File: src/rtl/nco_waveform_gen.sv
// nco_waveform_gen: phase-accumulating NCO with four waveform modes.
//   Stage 1 forms the sample phase p = acc + phase_off and captures mode.
//   Stage 2 decodes the phase into sine (quarter-wave LUT), triangle,
//   sawtooth or square.
//   Optional stage 3 (NCO_AMP_SCALE_EN defined) scales by amp.
// Ports:
//   clk, rst     clock, asynchronous active-high reset
//   en           issue one sample on this edge
//   sync_clr     treat accumulator as zero on this edge (phase realign)
//   fcw          unsigned phase increment
//   phase_off    phase offset added to the accumulator
//   mode         00 sine, 01 triangle, 10 sawtooth, 11 square
//   amp          unsigned amplitude (only with NCO_AMP_SCALE_EN)
//   wave_out     signed two's-complement sample
//   out_valid    wave_out carries a new sample
//   wrap         one-cycle pulse on accumulator carry-out
module nco_waveform_gen #(
  parameter int unsigned PHASE_W = 16,
  parameter int unsigned LUT_AW  = 6,
  parameter int unsigned OUT_W   = 8
) (
  input  logic               clk,
  input  logic               rst,
  input  logic               en,
  input  logic               sync_clr,
  input  logic [PHASE_W-1:0] fcw,
  input  logic [PHASE_W-1:0] phase_off,
  input  logic [1:0]         mode,
`ifdef NCO_AMP_SCALE_EN
  input  logic [OUT_W-1:0]   amp,
`endif
  output logic [OUT_W-1:0]   wave_out,
  output logic               out_valid,
  output logic               wrap
);

  localparam int unsigned MAG_W = OUT_W - 1;
  localparam int unsigned LUT_N = 1 << LUT_AW;
  // Only the top phase bits feed any decoder; keep just those in stage 1.
  localparam int unsigned SEL_W = (LUT_AW > MAG_W) ? LUT_AW : MAG_W;
  localparam int unsigned TOP_W = SEL_W + 2;
  localparam int unsigned SHIFT = PHASE_W - TOP_W;
  localparam real         PI    = 3.14159265358979323846;

  localparam logic [1:0] MODE_SINE = 2'b00;
  localparam logic [1:0] MODE_TRI  = 2'b01;
  localparam logic [1:0] MODE_SAW  = 2'b10;

  // Quarter-wave entry i, sampled at the centre of its bin so that the
  // ~a mirror in the second quadrant lands on exactly the same values.
  function automatic logic [MAG_W-1:0] lut_val(input int idx);
    real x;
    real term;
    real s;
    real v;
    x    = PI * real'(2 * idx + 1) / real'(1 << (LUT_AW + 2));
    term = x;
    s    = x;
    for (int k = 1; k < 12; k++) begin
      term = -term * x * x / real'((2 * k) * (2 * k + 1));
      s    = s + term;
    end
    v = s * real'((1 << MAG_W) - 1) + 0.5;
    return MAG_W'($rtoi(v));
  endfunction

  logic [MAG_W-1:0] lut [LUT_N];

  for (genvar gi = 0; gi < LUT_N; gi++) begin : g_lut
    localparam logic [MAG_W-1:0] LV = lut_val(gi);
    assign lut[gi] = LV;
  end

  // Accumulator and carry
  logic [PHASE_W-1:0] acc;
  logic [PHASE_W-1:0] acc_base;
  logic [PHASE_W:0]   acc_sum;

  assign acc_base = sync_clr ? '0 : acc;
  assign acc_sum  = {1'b0, acc_base} + {1'b0, fcw};

  always_ff @(posedge clk or posedge rst) begin
    if (rst) begin
      acc  <= '0;
      wrap <= 1'b0;
    end else begin
      wrap <= en & acc_sum[PHASE_W];
      if (en)            acc <= acc_sum[PHASE_W-1:0];
      else if (sync_clr) acc <= '0;
    end
  end

  // Stage 1: sample phase and mode
  logic [TOP_W-1:0] p1;
  logic [1:0]       m1;
  logic             v1;

  always_ff @(posedge clk or posedge rst) begin
    if (rst) begin
      p1 <= '0;
      m1 <= '0;
      v1 <= 1'b0;
    end else begin
      v1 <= en;
      if (en) begin
        p1 <= TOP_W'((acc_base + phase_off) >> SHIFT);
        m1 <= mode;
      end
    end
  end

  // Waveform decode
  logic [1:0]       q;
  logic [LUT_AW-1:0] a;
  logic [MAG_W-1:0] r;
  logic [MAG_W-1:0] mag;
  logic [OUT_W-1:0] mag_ext;
  logic             saw;
  logic [OUT_W-1:0] wave_c;

  assign q = p1[TOP_W-1 -: 2];
  assign a = p1[TOP_W-3 -: LUT_AW];
  assign r = p1[TOP_W-3 -: MAG_W];

  // Sine, triangle and square share a magnitude plus sign-from-q[1] path.
  always_comb begin
    mag    = '1;
    saw    = 1'b0;
    wave_c = '0;
    case (m1)
      MODE_SINE: mag = q[0] ? lut[~a] : lut[a];
      MODE_TRI:  mag = q[0] ? ~r : r;
      MODE_SAW:  saw = 1'b1;
      default:   mag = '1;
    endcase
    mag_ext = {1'b0, mag};
    if (saw)       wave_c = p1[TOP_W-1 -: OUT_W];
    else if (q[1]) wave_c = ~mag_ext + OUT_W'(1);
    else           wave_c = mag_ext;
  end

`ifdef NCO_AMP_SCALE_EN
  localparam int unsigned      PROD_W = 2 * OUT_W + 1;
  localparam logic [OUT_W-1:0] UNITY  = OUT_W'(1 << MAG_W);

  logic [OUT_W-1:0]         w2;
  logic                     v2;
  logic [OUT_W-1:0]         amp_c;
  logic signed [PROD_W-1:0] prod;

  assign amp_c = (amp > UNITY) ? UNITY : amp;
  assign prod  = PROD_W'($signed(w2)) * PROD_W'($signed({1'b0, amp_c}));

  // Stage 2: raw sample; stage 3: amplitude scale with floor shift
  always_ff @(posedge clk or posedge rst) begin
    if (rst) begin
      w2        <= '0;
      v2        <= 1'b0;
      wave_out  <= '0;
      out_valid <= 1'b0;
    end else begin
      v2        <= v1;
      out_valid <= v2;
      if (v1) w2       <= wave_c;
      if (v2) wave_out <= OUT_W'(prod >>> MAG_W);
    end
  end
`else
  // Stage 2: output register, holds across en gaps
  always_ff @(posedge clk or posedge rst) begin
    if (rst) begin
      wave_out  <= '0;
      out_valid <= 1'b0;
    end else begin
      out_valid <= v1;
      if (v1) wave_out <= wave_c;
    end
  end
`endif

endmodule

File: config.mk
export PLATFORM = sky130hd
export DESIGN_NAME = nco_waveform_gen
export DESIGN_NICKNAME = d
export VERILOG_FILES = /design/src/rtl/nco_waveform_gen.sv
export SDC_FILE = /design/constraint.sdc
export NUM_CORES = 1
export LEC_CHECK = 0
export CORE_MARGIN = 2
export CORE_UTILIZATION = 52
export CTS_CLUSTER_SIZE = 40
export DETAILED_ROUTE_END_ITERATION = 6
export MAX_ROUTING_LAYER = met4
export PLACE_DENSITY = 0.75
export SLEW_MARGIN = 20
export SYNTH_ARGS = -nofsm -noshare
export SYNTH_HDL_FRONTEND = slang
export SYNTH_SLANG_ARGS = --single-unit
export TNS_END_PERCENT = 20
File: constraint.sdc
create_clock -name clk -period 3.45 [get_ports clk]
set_clock_uncertainty 0.15 [all_clocks]
set_input_delay 0.69 -clock clk [delete_from_list [all_inputs] [get_ports clk]]
set_output_delay 0.69 -clock clk [all_outputs]
set_load 0.03 [all_outputs]
==> impl_metrics.tcl, run 1 <==
set metrics [dict create \
    outcome "finished clean" \
    antenna_cells 0 \
    crit_type "in2reg" \
    n_fill_cell 638 \
    critPathLaunchType "primary input" \
    fin_util_pct 66.56 \
    async_flop_share_pct 100.0 \
    dp_hpwl_mm 8.352 \
    root_buffer "clkbuf_8" \
    synthCells 491 \
    most-common-layout-cells "55 x buf_4, 46 x clkdlybuf4s50_1, 44 x ha_1" \
    crit_arrival_ns 3.28 \
    r2r_cells 13 \
    synth_enable_flop_cells 0 \
    grt_pass1_wl_mm 18.22 \
    worst_pin_slew_ns 0.7362 \
    finalHoldViolCount 0 \
    synth_ff_type "dfrtp_1" \
    start_util_pct 53.72 \
    syn_area_um2 4151 \
    maxSlewViolCount 0 \
    drt_iter0_drc 232 \
    nets 652 \
    setup_viol 0 \
    cp_data_required_time_ns 3.49 \
    drive_gt1_share_pct 16.84 \
    grt_overflow 0 \
    drt-wirelength-per-cell_um 15.96 \
    die_x_um 93.35 \
    ant_nets 0 \
    io_pins 48 \
    critical-path-slowest-cell "a2111oi_4" \
    cp_max_fo 8 \
    power_density_nw_per_um2 643.7 \
    syn_nets 574 \
    antenna_found_initial 0 \
    gp_congestion 0.9756 \
    dieArea_um2 8714 \
    yosysUniqueCellTypes 73 \
    rsz0062_at_grt "no" \
    vias_per_cell 5.851 \
    synth-seq-cells 38 \
    firstDrtPassIters 5 \
    placed_area_um2 4995 \
    syn2layout_area_growth_pct 23.90 \
    layout_commonest_cell "buf_4" \
    total_power_mw 3.311 \
    post-route-drc-count 0 \
    numClockSinks 38 \
    vias 3932 \
    cap_violations 0 \
    numCtsBuffers 5 \
    crit_cells 12 \
    cp-end-kind "flip-flop" \
    clk_latency_ns 0.30 \
    power_leakage_nw 2.286 \
    clock_path_buffers 2 \
    hold_class "reg2reg" \
    routed_wl_mm 10.72 \
    portBuffers 47 \
    cp.buffers_inverters 2 \
    std_cell_rows 32 \
    seq_area_frac_synth_pct 22.91 \
    vdd_drop_max_uv 291.2 \
    cts_tree "built" \
    stdcell_count 672 \
    max_slew_margin_pct 50.92 \
    postSynthAreaPerCell_um2 8.455 \
    fmax_mhz 308.1 \
    postCtsSetupBuffers 0 \
    grt.total_usage_pct 26.58 \
    worstPathCellList "dlygate4sd2_1 -> buf_4 -> nor2b_1 -> ha_1 -> o21a_1 -> o2111a_1 -> a2111oi_4 -> nor3b_1 -> o21ai_0 -> nand2_1 -> xor2_1 -> mux2_2" \
    placedCellCount 664 \
    period_needed_ns 3.246 \
    grt_start_max_net_pins 39 \
    cpLargestDelayFamily "compound AO/OA/AOI/OAI gates" \
    die_y_um 93.35 \
    hold_path_depth 2 \
    core-area_um2 7727 \
    yosys_warnings 0 \
    clkTransAtPathRegs_ns 0.08 \
    max_stage_delay_ns 0.41 \
    stdcell_area_um2 5144 \
    htreeDepth 2 \
    period_share_pct 94.09 \
    grt_pass1_vias 3895 \
]
==> final timing paths <==
| kind | startpoint | end | slack (ns) |
|---|---|---|---|
| setup reg to reg | p1[2] | wave_out[6] | 0.38 |
| max in group asynchronous | rst | p1[2] | 2.14 |
| hold reg to reg | wave_out[3] | wave_out[3] | 0.35 |
| setup / recovery | sync_clr | acc[13] | 0.20 |
| min in group asynchronous | rst | wave_out[7] | 0.66 |
| hold / removal | wave_out[3] | wave_out[3] | 0.35 |
==> sequential cells by signal, summed over array words and instances (netlist names) <==
name       count
acc           16
m1             2
out_valid      1
p1             9
v1             1
wave_out       8
wrap           1
==> worst reg2reg max path: cells and delay by family (launching register included) <==
family | cells | cell delay, ns
multiplexers | 1 | 0.15
AND/OR/NAND/NOR | 3 | 0.26
AO/OA/AOI/OAI | 5 | 1.06
buffers and inverters | 2 | 0.35
flip-flops | 1 | 0.38
adder cells (fa/ha/maj) | 2 | 0.61
==> Yosys cell counts (all sizes together), types with 4 or more instances <==
| library cell | instances | area, um^2 |
|---|---|---|
| o31ai | 4 | 35.03 |
| nor2 | 29 | 108.9 |
| buf | 19 | 122.6 |
| mux2 | 18 | 202.7 |
| a211oi | 9 | 67.56 |
| xnor2 | 17 | 148.9 |
| nor3 | 8 | 40.04 |
| and2 | 5 | 31.28 |
| clkbuf | 12 | 45.04 |
| mux2i | 9 | 90.09 |
| a31oi | 13 | 81.33 |
| xor2 | 12 | 105.1 |
| nor2b | 26 | 162.7 |
| nand2 | 31 | 116.4 |
| dfrtp | 38 | 950.9 |
| a21oi | 29 | 145.1 |
| ha | 44 | 550.5 |
| a31o | 4 | 35.04 |
| a211o | 4 | 35.03 |
| nand3 | 14 | 70.07 |
| o21a | 8 | 60.06 |
| inv | 22 | 82.58 |
| a21o | 4 | 30.03 |
| o21ai | 35 | 178.9 |
| nand2b | 15 | 93.84 |
==> kinds of logic (layout without fill, tap and decap cells) <==
logic type                 count (synthesis)  in the layout  synth area share [%]
and+or+nand+nor                          147            147                 18.35
DFF                                       38             38                 22.91
buffers and inverters                     54            133                 6.118
muxes                                     27             27                 7.052
adders and majority gates                 45             45                 13.74
xor gates and xnor gates                  29             29                 6.118
AOI/OAI and AO/OA                        151            151                 25.71
==> final cells by class <==
type	instances	area [um^2]	area share, %
well taps	102	127.6	2.481
clock buffers	5	68.82	1.338
flip-flops and latches	38	950.9	18.49
repair buffers	102	882.1	17.15
multi-input cells	399	2959	57.53
inverters	23	86.33	1.678
clock inverters	3	68.82	1.338
==> metrics by stage <==
step	setup TNS [ns]	hold WS, ns	worst slack, ns
4_1_cts	0	0.3512	0.2300
3_5_place_dp	-2.622	0.3326	-0.3866
3_3_place_gp	-1.890	0.3207	-0.3369
6_report	0	0.3455	0.2040
2_1_floorplan	0	0.2020	0.1473
5_1_grt	0	0.3753	0.05854
==> layer usage <==
metal	global-route usage (%)	vias to the layer above	part of all wire, %	wire length [um]
met5	-	-	0	0
met4	6.127	0	1.5	161
met3	3.707	22	4.2	452
met2	44.48	105	49	5216
met1	34.28	1859	46	4893
li1	-	1946	-	-
==> where the power goes <==
part | total (mW) | switching (mW) | leakage (nW) | internal [mW]
Sequential | 0.744 | 0.165 | 0.460 | 0.579
Clock | 0.468 | 0.178 | 0.0683 | 0.290
Combinational | 2.10 | 1.13 | 1.76 | 0.966
==> timing repair <==
item	in CTS	in global routing
gates resized for setup	2	0
hold buffers	0	0
endpoints found under the setup margin	2	0
No activity file was read; power rests on OpenSTA's default activity.
==> run 2: changes to the inputs <==
- CAP_MARGIN: default -> 20
- SLEW_MARGIN: 20 -> default
==> results of run 2 <==
Final layout, timing and power as in run 1 (identical DEF).
==> run 3: changes to the inputs <==
- SETUP_SLACK_MARGIN: default -> 0.05
==> results of run 3 <==
Final layout, timing and power as in run 1 (identical DEF).
